<file path="config.mk">
export PLATFORM = sky130hd
export DESIGN_NAME = uart_rx_flat
export DESIGN_NICKNAME = d
export VERILOG_FILES = /design/src/rtl/uart_pkg.sv /design/src/rtl/uart_rx_if.sv /design/src/rtl/uart_rx_sampler.sv /design/src/rtl/uart_rx.sv /design/src/flat_wrapper.sv
export SDC_FILE = /design/constraint.sdc
export NUM_CORES = 1
export LEC_CHECK = 0
export ABC_AREA = 1
export BUFFER_PORTS_ARGS = -buffer_cell sky130_fd_sc_hd__buf_2
export CAP_MARGIN = 20
export CORE_UTILIZATION = 45
export DETAILED_ROUTE_END_ITERATION = 7
export MAX_ROUTING_LAYER = met4
export PLACE_DENSITY = 0.6
export RECOVER_POWER = 25
export REMOVE_ABC_BUFFERS = 1
export SYNTH_ARGS = -nofsm -noshare
export SYNTH_HDL_FRONTEND = slang
export SYNTH_SLANG_ARGS = --single-unit
export TNS_END_PERCENT = 30
</file>
<file path="constraint.sdc">
create_clock -name clk -period 3.15 [get_ports clk]
set_input_delay 0 -clock clk [delete_from_list [all_inputs] [get_ports clk]]
set_output_delay 0 -clock clk [all_outputs]
set_load 0.1 [all_outputs]
</file>
<file path="src/rtl/uart_pkg.sv">
// rtl/uart_pkg.sv - shared UART receiver types, prescale constants and default width
package uart_pkg;

  typedef enum logic [2:0] {
    IDLE,
    START,
    DATA,
    PARITY,
    STOP
  } rx_state_t;

  localparam int PRESC_8       = 8;
  localparam int PRESC_16      = 16;
  localparam int PRESC_32      = 32;
  localparam int DEFAULT_WIDTH = 8;

  // Anything other than 16 or 32 runs at the slowest legal oversampling rate.
  function automatic int legal_prescale(input int p);
    return (p == PRESC_16 || p == PRESC_32) ? p : PRESC_8;
  endfunction

endpackage

</file>
<file path="src/rtl/uart_rx_if.sv">
// rtl/uart_rx_if.sv - serial line, frame configuration and result signals of uart_rx
interface uart_rx_if
  import uart_pkg::*;
#(
  parameter int WIDTH   = DEFAULT_WIDTH,
  parameter int PRESC_W = 6
);

  logic               rx_in;
  logic [PRESC_W-1:0] prescale;
  logic               par_en;
  logic               par_typ;
  logic [WIDTH-1:0]   p_data;
  logic               data_valid;
  logic               par_err;
  logic               stp_err;
  logic               busy;

  modport master (
    output rx_in, prescale, par_en, par_typ,
    input  p_data, data_valid, par_err, stp_err, busy
  );

  modport slave (
    input  rx_in, prescale, par_en, par_typ,
    output p_data, data_valid, par_err, stp_err, busy
  );

endinterface

</file>
<file path="src/rtl/uart_rx_sampler.sv">
// rtl/uart_rx_sampler.sv - per-bit edge counter, 3-sample majority vote and bit-done strobe
module uart_rx_sampler #(
  parameter int PRESC_W = 6
) (
  input  logic               clk,
  input  logic               rst,
  input  logic               run,
  input  logic [PRESC_W-1:0] presc,
  input  logic               rx_in,
  output logic               bit_val,
  output logic               bit_done
);

  logic [PRESC_W-1:0] edge_cnt;
  logic [PRESC_W-1:0] half;
  logic [2:0]         samples;

  assign half     = presc >> 1;
  assign bit_done = run && (edge_cnt == presc - 1'b1);
  // All three samples precede the wrap cycle for every legal prescale.
  assign bit_val  = (samples[0] & samples[1]) |
                    (samples[0] & samples[2]) |
                    (samples[1] & samples[2]);

  always_ff @(posedge clk or posedge rst) begin
    if (rst) begin
      edge_cnt <= '0;
      samples  <= '1;
    end else begin
      if (!run || bit_done) begin
        edge_cnt <= '0;
      end else begin
        edge_cnt <= edge_cnt + 1'b1;
      end
      if (run) begin
        if (edge_cnt == half - 1'b1) samples[0] <= rx_in;
        if (edge_cnt == half)        samples[1] <= rx_in;
        if (edge_cnt == half + 1'b1) samples[2] <= rx_in;
      end
    end
  end

endmodule

</file>
<file path="src/rtl/uart_rx.sv">
// rtl/uart_rx.sv - UART receiver top: FSM, shift register and frame checks
// Parity support is built only when UART_RX_PARITY_CHECK_EN is defined.
module uart_rx
  import uart_pkg::*;
#(
  parameter int WIDTH   = DEFAULT_WIDTH,
  parameter int PRESC_W = 6
) (
  input  logic     clk,
  input  logic     rst,
  uart_rx_if.slave bus
);

  localparam int              CNT_W    = (WIDTH > 1) ? $clog2(WIDTH) : 1;
  localparam logic [CNT_W-1:0] BIT_LAST = CNT_W'(WIDTH - 1);

  rx_state_t          state;
  rx_state_t          next_state;
  logic [PRESC_W-1:0] presc_q;
  logic [PRESC_W-1:0] presc_legal;
  logic [CNT_W-1:0]   bit_cnt;
  logic [WIDTH-1:0]   shift_q;
  logic [WIDTH-1:0]   p_data_q;
  logic               data_valid_q;
  logic               stp_err_q;
  logic               armed;
  logic               run;
  logic               bit_val;
  logic               bit_done;
  logic               par_en_eff;
  logic               frame_par_bad;

  assign presc_legal = PRESC_W'(legal_prescale(int'(bus.prescale)));
  assign run         = (state != IDLE);

  uart_rx_sampler #(
    .PRESC_W (PRESC_W)
  ) u_sampler (
    .clk      (clk),
    .rst      (rst),
    .run      (run),
    .presc    (presc_q),
    .rx_in    (bus.rx_in),
    .bit_val  (bit_val),
    .bit_done (bit_done)
  );

`ifdef UART_RX_PARITY_CHECK_EN
  logic par_en_q;
  logic par_typ_q;
  logic par_bad_q;
  logic par_err_q;

  always_ff @(posedge clk or posedge rst) begin
    if (rst) begin
      par_en_q  <= 1'b0;
      par_typ_q <= 1'b0;
      par_bad_q <= 1'b0;
      par_err_q <= 1'b0;
    end else begin
      par_err_q <= 1'b0;
      if (state == IDLE) begin
        par_en_q  <= bus.par_en;
        par_typ_q <= bus.par_typ;
      end
      if (state == START) begin
        par_bad_q <= 1'b0;
      end
      if (state == PARITY && bit_done) begin
        par_bad_q <= ((^shift_q) ^ par_typ_q) != bit_val;
      end
      if (state == STOP && bit_done) begin
        par_err_q <= par_bad_q;
      end
    end
  end

  assign par_en_eff    = par_en_q;
  assign frame_par_bad = par_bad_q;
  assign bus.par_err   = par_err_q;
`else
  assign par_en_eff    = 1'b0;
  assign frame_par_bad = 1'b0;
  assign bus.par_err   = 1'b0;
`endif

  always_ff @(posedge clk or posedge rst) begin
    if (rst) begin
      state <= IDLE;
    end else begin
      state <= next_state;
    end
  end

  // A start is only accepted once the line has been seen high since reset,
  // so a reset landing mid-frame waits for a genuine falling edge.
  always_comb begin
    next_state = state;
    case (state)
      IDLE: begin
        if (!bus.rx_in && armed) next_state = START;
      end
      START: begin
        if (bit_done) next_state = bit_val ? IDLE : DATA;
      end
      DATA: begin
        if (bit_done && bit_cnt == BIT_LAST) next_state = par_en_eff ? PARITY : STOP;
      end
      PARITY: begin
        if (bit_done) next_state = STOP;
      end
      STOP: begin
        if (bit_done) next_state = IDLE;
      end
      default: next_state = IDLE;
    endcase
  end

  always_ff @(posedge clk or posedge rst) begin
    if (rst) begin
      presc_q      <= PRESC_W'(PRESC_8);
      bit_cnt      <= '0;
      shift_q      <= '0;
      p_data_q     <= '0;
      data_valid_q <= 1'b0;
      stp_err_q    <= 1'b0;
      armed        <= 1'b0;
    end else begin
      data_valid_q <= 1'b0;
      stp_err_q    <= 1'b0;
      if (bus.rx_in) armed <= 1'b1;
      case (state)
        IDLE: begin
          presc_q <= presc_legal;
        end
        START: begin
          bit_cnt <= '0;
        end
        DATA: begin
          if (bit_done) begin
            shift_q <= {bit_val, shift_q[WIDTH-1:1]};
            bit_cnt <= bit_cnt + 1'b1;
          end
        end
        STOP: begin
          if (bit_done) begin
            if (!frame_par_bad && bit_val) begin
              data_valid_q <= 1'b1;
              p_data_q     <= shift_q;
            end
            stp_err_q <= !bit_val;
          end
        end
        default: ;
      endcase
    end
  end

  assign bus.p_data     = p_data_q;
  assign bus.data_valid = data_valid_q;
  assign bus.stp_err    = stp_err_q;
  assign bus.busy       = run;

endmodule

</file>
<file path="src/flat_wrapper.sv">
// flat-port wrapper written by rule: the top's interface ports become plain ports
module uart_rx_flat import uart_pkg::*;
#(
  parameter int WIDTH   = DEFAULT_WIDTH,
  parameter int PRESC_W = 6
)
  (clk, rst, bus_rx_in, bus_prescale, bus_par_en, bus_par_typ, bus_p_data, bus_data_valid, bus_par_err, bus_stp_err, bus_busy);
  uart_rx_if #(.WIDTH(WIDTH), .PRESC_W(PRESC_W)) bus_i ();
  input  logic clk;
  input  logic rst;
  input wire logic [$bits(bus_i.rx_in)-1:0] bus_rx_in;
  input wire logic [$bits(bus_i.prescale)-1:0] bus_prescale;
  input wire logic [$bits(bus_i.par_en)-1:0] bus_par_en;
  input wire logic [$bits(bus_i.par_typ)-1:0] bus_par_typ;
  output wire logic [$bits(bus_i.p_data)-1:0] bus_p_data;
  output wire logic [$bits(bus_i.data_valid)-1:0] bus_data_valid;
  output wire logic [$bits(bus_i.par_err)-1:0] bus_par_err;
  output wire logic [$bits(bus_i.stp_err)-1:0] bus_stp_err;
  output wire logic [$bits(bus_i.busy)-1:0] bus_busy;
  assign bus_i.rx_in = bus_rx_in;
  assign bus_i.prescale = bus_prescale;
  assign bus_i.par_en = bus_par_en;
  assign bus_i.par_typ = bus_par_typ;
  assign bus_p_data = bus_i.p_data;
  assign bus_data_valid = bus_i.data_valid;
  assign bus_par_err = bus_i.par_err;
  assign bus_stp_err = bus_i.stp_err;
  assign bus_busy = bus_i.busy;
  uart_rx #(.WIDTH(WIDTH), .PRESC_W(PRESC_W)) u_core (.clk(clk), .rst(rst), .bus(bus_i));
endmodule
</file>
==> results of run 1 <==
[cell type report]
| cell class | instances | area, um^2 | share of cell area, % |
|---|---|---|---|
| clock buffers | 6 | 72.6 | 2.82 |
| flip-flops and latches | 40 | 1010 | 39.1 |
| multi-input cells | 195 | 1060 | 41.2 |
| clock inverters | 1 | 5.00 | 0.194 |
| inverters | 53 | 199 | 7.73 |
| well taps | 67 | 83.8 | 3.26 |
| repair buffers | 25 | 146 | 5.69 |
[worst register-to-register path, stage by stage, from the launching register on]
cell     delay, ps
dfrtp_1        430
inv_1          170
ha_1           290
inv_1           80
a21oi_1        110
nand2_1         60
nand2_1        120
nand3_4        120
o21ai_0        380
nand3_1        130
nand2_1         80
nand2_1         50
[cells in the mapped netlist (all sizes together)]
library cell | instances | area [um^2]
a21oi | 4 | 20.0
buf | 6 | 57.6
clkbuf | 1 | 3.75
conb | 1 | 3.75
dfrtp | 36 | 901
dfstp | 4 | 105
ha | 7 | 87.6
inv | 53 | 199
nand2 | 74 | 305
nand3 | 22 | 140
nand4 | 6 | 37.5
nor2 | 30 | 139
nor3 | 7 | 35.0
nor3b | 3 | 22.5
o21a | 2 | 15.0
o21ai | 22 | 114
o22ai | 3 | 18.8
xnor2 | 5 | 43.8
xor2 | 9 | 78.8
[state kept, by name, summed over array words and instances, names as in the netlist]
register and flops:
u_core.presc_q 6, u_core.armed 1, u_core.bit_cnt 3, u_core.state 3, u_core.u_sampler.samples 3, u_core.bus.stp_err 1
u_core.shift_q 8, u_core.bus.data_valid 1, u_core.u_sampler.edge_cnt 6, u_core.bus.p_data 8
[path summary, 6_finish.rpt]
path / endpoint / cells past startpoint / slack (ps) / start
worst max-delay path: u_core.state[1] / 11 / 1010 / u_core.presc_q[1]
worst min-delay path: u_core.presc_q[5] / 4 / 90 / bus_prescale[0]
worst max register to register: u_core.state[1] / 11 / 1010 / u_core.presc_q[1]
worst min register to register: u_core.armed / 2 / 450 / u_core.armed
max in group asynchronous: u_core.u_sampler.samples[1] / 4 / 1940 / rst
min in group asynchronous: u_core.bus.p_data[7] / 3 / 390 / rst
[through the flow]
step / worst slack (ps) / hold slack, ps / std cells / area (um^2) / util, %
6_report: 1010 / 86.8 / 387 / 2570 / 53.1
4_1_cts: 1010 / 82.1 / 387 / 2580 / 53.2
3_3_place_gp: 1040 / 170 / 376 / 2460 / 50.7
5_1_grt: 733 / 97.1 / 387 / 2570 / 53.1
3_5_place_dp: 1040 / 165 / 376 / 2460 / 50.7
2_1_floorplan: 1130 / 109 / 288 / 2270 / -
[routing by layer]
layer | up-vias | wire [um] | track usage, %
li1 | 962 | - | -
met3 | 7 | 183 | 3.98
met2 | 32 | 2000 | 29.4
met5 | - | 0 | -
met4 | 0 | 51 | 4.91
met1 | 849 | 2290 | 26.4
[power breakdown]
part	total [mW]	switching, mW	internal [mW]
Clock	0.315	0.165	0.151
Combinational	0.800	0.578	0.222
Sequential	0.717	0.0967	0.620
[placed cells by master (no fill, tap or decap), types with 3 or more instances in the layout]
master | netlist | routed
nand2_1 | 67 | 67
inv_1 | 49 | 49
dfrtp_1 | 36 | 36
nor2_1 | 27 | 27
nand3_1 | 19 | 19
buf_2 | 1 | 16
o21ai_1 | 11 | 11
o21ai_0 | 10 | 10
xor2_1 | 9 | 9
nor3_1 | 7 | 7
ha_1 | 7 | 7
nand4_1 | 6 | 6
nand2_2 | 5 | 5
xnor2_1 | 5 | 5
clkbuf_8 | 0 | 5
a21oi_1 | 4 | 4
inv_2 | 4 | 4
clkbuf_1 | 1 | 4
dlygate4sd3_1 | 0 | 4
dfstp_2 | 4 | 4
o22ai_1 | 3 | 3
nor3b_1 | 3 | 3
[cells by family after synthesis]
kind of cell	count (synthesis)
AND/OR/NAND/NOR	142
buffers and inverters	60
flip-flops	40
AO/OA/AOI/OAI	31
XOR/XNOR	14
adder cells (fa/ha/maj)	7
other	1
==> reports/metrics.cfg, run 1 <==
[global_route]
grt_pass1_wl_um = 7800
grt_usage_pct = 19.4
grt_start_max_net_pins = 22
grt_pass1_vias = 1746
grt.overflow.total = 0
antenna_found_initial = 0

[synth]
ys_warn_count = 0
ys_seq_area_share_pct = 43.2
synth-simple-area-share_pct = 29.2
synth_cells = 295
synth.avg_cell_area_um2 = 7.89
ys_ff_latch = 40
synth_top_family_by_area = simple AND/OR/NAND/NOR gates
syn_area_um2 = 2330
synth_compound_area_share_pct = 7.20
synth_cell_types = 31
synth_xor_area_share_pct = 5.27
synthAdderAreaFrac_pct = 3.76
synth.mux.area_fraction_pct = 0

[route]
route.detailed.drc = 0
drt_iter0_markers = 123
post_drt_wl_per_cell_um = 11.7
postRouteAntennaNets = 0
vias = 1850
vias_per_cell = 4.78
routed_wl_um = 4520
firstDrtPassIters = 4

[clock_network]
root_buffer = clkbuf_8
clk_latency_ps = 280
postCtsSetupBuffers = 0
clock-sinks = 40
clk_pin_slew_ps = 70
holdBufCountCts = 4
cts_buffers = 5
htreeDepth = 2
tritoncts = done
cts_buffer_depth = 2
post_cts_resize_count = 0

[worst_hold_path]
hp-class = in2reg

[placement]
post-dp-hpwl_um = 3410
io_buffers = 19
gpl.final_weighted_congestion = 0.815

[sta]
fmax_ghz = 0.468
setup_viol = 0
worst_clock_skew_ps = 5.49
slew_violations = 0
post-route-period-util_pct = 67.9
min_period_ps = 2140
tightest_slew_ps = 1170
relSlewSlack_pct = 22.5
hold_viol = 0
rsz0062_at_grt = no
finalSetupTns_ps = 0

[die]
start_util_pct = 48.0
core_um2 = 4850
die_y_um = 73.9
rows = 25
die_x_um = 73.9
die_area_um2 = 5460
io_pins = 23

[worst_setup_path]
critical_path.top_delay_family = simple AND/OR/NAND/NOR gates
crit_type = reg2reg
max_stage_delay_ps = 430
worstPathArrival_ps = 2320
cp-end-kind = register
worstPathRequired_ps = 3330
start_kind = register
path_cells = inv_1 > ha_1 > inv_1 > a21oi_1 > nand2_1 > nand2_1 > nand3_4 > o21ai_0 > nand3_1 > nand2_1 > nand2_1
critPathMaxFanout = 5
path_buf_inv = 2
slowest_stage = dfrtp_1
cpMostUsedCell = nand2_1

[job]
cap_violations = 0

[status]
status = finished clean

[cells_and_area]
syn_to_final_growth_pct = 10.6
fill_cells = 480
drive_above_1_share_pct = 14.4
antenna_cells = 0
nets = 338

[pwr]
finalPower_mw = 1.83
p_leak_nw = 1.44
ir_drop_mv = 0.397
power.density_nw_per_um2 = 712

No activity file was read; power rests on OpenSTA's default activity.
==> inputs of run 2 (changes only) <==
Settings changed: PLACE_DENSITY 0.6 to 0.63.
Clock period 3.15 ns to 1.9 ns, I/O delays scaled along.
==> run 2 against run 1 <==
Net effect:
- via count rose by 4.8%
- combinational power rose by 89%
- sequential power rose by 66%
- power rose by 87%
- die area did not move
- non-clock buffer count rose by 16
- flip-flop and latch count did not move
- wire length rose by 12%
- clock skew rose by 5.8 ps
- largest power group unchanged
==> reports/metrics.cfg, run 2 (same netlist as run 1, synthesis figures left out) <==
[sta]
hold_viol = 0  ; unchanged
tightest_slew_ps = 995  ; -172 ps
min_period_ps = 1810  ; -325 ps
fmax_ghz = 0.551  ; +18%
slew_violations = 0  ; unchanged
post-route-period-util_pct = 95.4  ; +28 points
setup_viol = 0  ; unchanged
relSlewSlack_pct = 33.7  ; +11 points
finalSetupTns_ps = 0  ; unchanged
rsz0062_at_grt = yes
worst_clock_skew_ps = 11.3  ; +5.77 ps

[cells_and_area]
drive_above_1_share_pct = 24.9  ; +10 points
syn_to_final_growth_pct = 21.8
fill_cells = 436  ; -9.2%
final_cell_mix = nand2_1, inv_1, dfrtp_1
antenna_cells = 0  ; unchanged
final_common_cell = nand2_1
nets = 355  ; +5.0%

[route]
drt_iter0_markers = 146  ; +19%
routed_wl_um = 5050  ; +12%
vias_per_cell = 4.79  ; +0.10%
vias = 1938  ; +4.8%
postRouteAntennaNets = 0  ; unchanged
firstDrtPassIters = 4  ; unchanged
post_drt_wl_per_cell_um = 12.5  ; +6.6%
route.detailed.drc = 0  ; unchanged

[die]
io_pins = 23  ; unchanged
rows = 25  ; unchanged
start_util_pct = 48.0  ; unchanged
die_x_um = 73.9  ; unchanged
die_area_um2 = 5460  ; unchanged
core_um2 = 4850  ; unchanged
die_y_um = 73.9  ; unchanged

[worst_setup_path]
cp-end-kind = register
worstPathRequired_ps = 2100  ; -1230 ps
rrSetupSlack_ps = 90  ; -920 ps
worstPathArrival_ps = 2010  ; -310 ps
rr_startpoint = u_core.presc_q[1]
rr_endpoint = u_core.bus.p_data[3]
critPathMaxFanout = 8  ; +3
rr_worst_depth = 11  ; unchanged
critPathLaunch = u_core.presc_q[1]
crit_type = reg2reg
start_kind = register

[global_route]
grt.overflow.total = 0  ; unchanged
grt_pass1_wl_um = 8070  ; +3.5%
grt_pass1_vias = 1727  ; -1.1%
grt_usage_pct = 20.7  ; +1.3 points
antenna_found_initial = 0  ; unchanged
grt_start_max_net_pins = 41  ; +86%

[clock_network]
tritoncts = done
clk_pin_slew_ps = 90  ; +20 ps
cts_buffers = 5  ; unchanged
htreeDepth = 2  ; unchanged
cts_buffer_depth = 2  ; unchanged
root_buffer = clkbuf_8
clock-sinks = 40  ; unchanged
clk_latency_ps = 310  ; +30 ps

[pwr]
p_sw_mw = 1.54  ; +83%
swShare_pct = 44.8  ; -1.0 points
combPwrFrac_pct = 43.9  ; +0.2 points
finalPower_mw = 3.43  ; +87%
p_seq_share_pct = 34.7  ; -4.4 points
p_clk_share_pct = 21.4  ; +4.2 points
p_leak_nw = 1.56  ; +8.0%
ir_drop_mv = 0.758  ; +91%
power.density_nw_per_um2 = 1210  ; +70%
intPower_mw = 1.89  ; +91%

[placement]
post-dp-hpwl_um = 3460  ; +1.5%
gpl.final_weighted_congestion = 0.816  ; about the same
io_buffers = 19  ; unchanged

[worst_hold_path]
min_path_cells = 4  ; unchanged
hold_end = u_core.presc_q[5]
hp-class = in2reg
hold_path_startpoint = bus_prescale[2]

[job]
cap_violations = 0  ; unchanged

[status]
status = finished clean

-- run 2: layer usage --
layer  global-route usage, %  routed length [um]
met5                       -                   0
met4                    7.69                  57
met3                    3.70                 144
met2                    31.1                2380
met1                    27.7                2460
-- run 2: worst max-delay path, cell delays in order (launching register included) --
cell and delay [ps]:
dfrtp_1 410, inv_4 110, ha_4 170, nand2_4 50, nor2_4 120, nand3_2 80
nand2_2 100, nand2_4 80, nor2_8 190, nand3_4 180, o21ai_2 180, inv_1 40
-- run 2: per-stage QoR --
| stage | utilization (%) | cell area (um^2) | worst slack, ps | std cells | hold slack [ps] |
|---|---|---|---|---|---|
| 6_report | 58.5 | 2840 | 86.7 | 405 | 61.1 |
| 3_5_place_dp | 52.9 | 2560 | 16.8 | 390 | 169 |
| 2_1_floorplan | - | 2270 | -119 | 288 | 109 |
| 4_1_cts | 56.3 | 2730 | 2.62 | 403 | 53.3 |
| 3_3_place_gp | 52.9 | 2560 | 64.6 | 390 | 154 |
| 5_1_grt | 58.5 | 2840 | -97.5 | 405 | 70.0 |
-- run 2: worst max path at each step --
stage	end	slack, ps
3_3_place_gp	u_core.bus.p_data[3]	60
5_1_grt	u_core.bus.p_data[5]	-100
2_1_floorplan	u_core.u_sampler.edge_cnt[2]	-120
3_5_place_dp	u_core.bus.p_data[2]	20
6_report	u_core.bus.p_data[3]	90
4_1_cts	u_core.bus.p_data[4]	3
-- run 2: power groups by stage --
stage / clock network (mW) / logic [mW] / registers [mW]
after floorplan: 0 / 0.902 / 1.32
after global placement: 0 / 1.43 / 1.20
after CTS: 0.746 / 1.48 / 1.19
after detailed placement: 0 / 1.45 / 1.21
final: 0.733 / 1.51 / 1.19
after global routing: 0.786 / 1.67 / 1.21
-- run 2: what timing repair did --
action                                  4_1_cts  5_1_grt
hold endpoints to repair                     42        0
resized for setup                             0       23
pin swaps                                     0       10
endpoints found under the setup margin        7       25
gates cloned                                  1        0
buffers inserted                              0        2
hold buffers                                  4        0
-- run 2: area by class of cell --
type / count / area [um^2] / area share, %
well taps: 67 / 83.8 / 2.96
repair buffers: 41 / 267 / 9.40
flip-flops and latches: 40 / 1010 / 35.5
inverters: 53 / 201 / 7.11
multi-input cells: 196 / 1160 / 41.0
clock buffers: 5 / 68.8 / 2.43
clock inverters: 3 / 46.3 / 1.63
==> inputs of run 3 (changes only) <==
Settings changed: ABC_AREA 1 to not set, PLACE_DENSITY 0.63 to 0.67.
==> run 3 against run 2 <==
Net effect:
- power shrank 53%
- hold slack better by 17 ps
- global-route usage decreased by 0.83 points
- first-iteration DRC count fell by 38%
- critical endpoint is now u_core.shift_q[3]
- clock-buffer cell count unchanged
- die area down 5.0%
- highest routed layer unchanged
- the flow now finishes with violations (setup timing)
- synthesized cell count decreased by 30%
- fmax down 20%
- non-clock buffer count rose by 29
- wire length is 2.3% lower
==> reports/metrics.cfg, run 3 <==
[synth]
ys_ff_latch = 40  ; unchanged
synth_cells = 206  ; -30%
ys_seq_area_share_pct = 45.6  ; +2.3 points
ys_top_cells_by_count = dfrtp_1, nor2_1, mux2_2
syn_area_um2 = 2210  ; -5.1%
synth-async-reset-ratio_pct = 100  ; unchanged
synth.avg_cell_area_um2 = 10.7  ; +36%
yosysTopAreaCellShare_pct = 40.8  ; +2.1 points
synth_cell_types = 52  ; +68%
ys_warn_count = 0  ; unchanged
synth_area_leaders = dfrtp_1, mux2_2, xnor2_1
synth.most_common_cell = dfrtp_1
synth-edff-count = 0  ; unchanged
synth_ff_type = dfrtp_1
synth_largest_area_cell = dfrtp_1

[worst_setup_path]
rrSetupSlack_ps = -360  ; -450 ps
start_kind = register
cp-end-kind = register
worstPathArrival_ps = 2450  ; +440 ps
critPathMaxFanout = 8  ; unchanged
worstPathRequired_ps = 2080  ; -20 ps
crit_type = reg2reg

[sta]
tightest_slew_ps = 962  ; -33.0 ps
setup_viol = 30  ; +30
rsz0062_at_grt = yes
relSlewSlack_pct = 35.8  ; +2.2 points
slew_violations = 0  ; unchanged
post-route-period-util_pct = 119  ; +24 points
fmax_ghz = 0.442  ; -20%
fin_ws_ps = -365  ; -451 ps
finalSetupTns_ps = -8180  ; -8180 ps
hold_viol = 0  ; unchanged
min_period_ps = 2260  ; +451 ps
whs_ps = 77.9  ; +16.8 ps
worst_clock_skew_ps = 6.14  ; -5.12 ps

[global_route]
grt.overflow.total = 0  ; unchanged
grt_pass1_wl_um = 7700  ; -4.6%
grt_pass1_vias = 1648  ; -4.6%
antenna_found_initial = 0  ; unchanged
grt_start_max_net_pins = 41  ; unchanged
grt_usage_pct = 19.8  ; -0.83 points

[cells_and_area]
final_cells = 342  ; -16%
finalInstanceArea_um2 = 3070  ; +8.3%
syn_to_final_growth_pct = 39.0
final_util_pct = 65.0  ; +6.5 points
final_cell_mix = buf_4, dfrtp_1, nor2_1
antenna_cells = 0  ; unchanged
nets = 292  ; -18%
drive_above_1_share_pct = 45.8  ; +21 points
final_common_cell = buf_4

[placement]
io_buffers = 19  ; unchanged
post-dp-hpwl_um = 3150  ; -9.1%
gpl.final_weighted_congestion = 0.831  ; +1.9%
post-place-ws_ps = -420  ; -437 ps
place_area_um2 = 2610  ; +1.8%
placed_cells = 321  ; -18%

[pwr]
ir_drop_mv = 0.699  ; -7.7%
intPower_mw = 1.27  ; -33%
finalPower_mw = 1.61  ; -53%
swShare_pct = 21.1  ; -24 points
p_seq_share_pct = 53.3  ; +19 points
power.density_nw_per_um2 = 525  ; -57%
p_sw_uw = 341  ; -78%
p_leak_nw = 1.38  ; -11%
combPwrFrac_pct = 3.3  ; -41 points
p_clk_share_pct = 43.5  ; +22 points

[clock_network]
clock-sinks = 40  ; unchanged
clk_latency_ps = 290  ; -20 ps
cts_buffer_depth = 2  ; unchanged
clk_pin_slew_ps = 80  ; about the same
cts_buffers = 5  ; unchanged
htreeDepth = 2  ; unchanged
tritoncts = done
root_buffer = clkbuf_8

[job]
cap_violations = 0  ; unchanged

[route]
vias = 1742  ; -10%
firstDrtPassIters = 4  ; unchanged
routed_wl_um = 4930  ; -2.3%
route.detailed.drc = 0  ; unchanged
postRouteAntennaNets = 0  ; unchanged
drt_iter0_markers = 91  ; -38%
vias_per_cell = 5.09  ; +6.4%
post_drt_wl_per_cell_um = 14.4  ; +16%

[die]
die_y_um = 72.1  ; -2.5%
start_util_pct = 46.8  ; -1.2 points
die_area_um2 = 5190  ; -5.0%
io_pins = 23  ; unchanged
die_x_um = 72.1  ; -2.5%
core_um2 = 4720  ; -2.6%
rows = 25  ; unchanged

[status]
violations = setup timing
status = finished, violations left

[worst_hold_path]
hp-class = in2reg

==> run 3: cell families after synthesis <==
family,synth area share (%)
adders and majority gates,4.42
other,0.170
and+or+nand+nor,18.8
buffers and inverters,4.36
AOI/OAI and AO/OA,7.59
muxes,9.69
xor gates and xnor gates,9.46
DFF,45.6
==> run 3: power groups by stage <==
stage,Combinational [mW],Clock (mW),Sequential [mW]
5_1_grt,0.0590,0.746,0.859
2_1_floorplan,0.0310,0,0.874
4_1_cts,0.0549,0.711,0.858
6_report,0.0527,0.700,0.858
3_5_place_dp,0.0484,0,0.875
3_3_place_gp,0.0479,0,0.875
==> run 3: critical path, stage by stage (launching register included) <==
cell and delay [ps]:
dfrtp_1 380, inv_2 90, ha_4 180, xnor2_2 200
xnor2_1 170, buf_4 160, nand4_4 130, buf_4 170
nor4_4 150, buf_6 180, mux2_2 330
==> run 3: area by class of cell <==
cell class	instances	area (um^2)
clock inverters	3	47.5
multi-input cells	148	1320
inverters	9	33.8
flip-flops and latches	40	1010
repair buffers	70	508
well taps	67	83.8
fillers	349	1650
clock buffers	5	68.8
==> run 3: repair_timing <==
item / in CTS / in global routing
setup endpoints to repair: 31 / 32
gates cloned: 0 / 1
setup buffers: 6 / 2
gates resized for setup: 36 / 11
hold endpoints to repair: 40 / 0
hold buffers: 4 / 0
pin swaps: 7 / 6
==> run 3: layer usage <==
metal | GRT usage [%] | wire length [um] | share of wire, %
met5 | - | 0 | 0
met4 | 5.88 | 60 | 1.2
met3 | 3.75 | 121 | 2.5
met2 | 30.9 | 2420 | 49
met1 | 26.5 | 2330 | 47
==> run 3: final timing paths <==
path                            cells past startpoint               from                      endpoint
worst max-delay path                               10  u_core.presc_q[1]             u_core.shift_q[3]
worst min-delay path                                5    bus_prescale[0]             u_core.presc_q[4]
worst max register to register                     10  u_core.presc_q[1]             u_core.shift_q[3]
worst min register to register                      1       u_core.armed                  u_core.armed
max in group asynchronous                           4                rst             u_core.bit_cnt[1]
min in group asynchronous                           4                rst  u_core.u_sampler.edge_cnt[0]
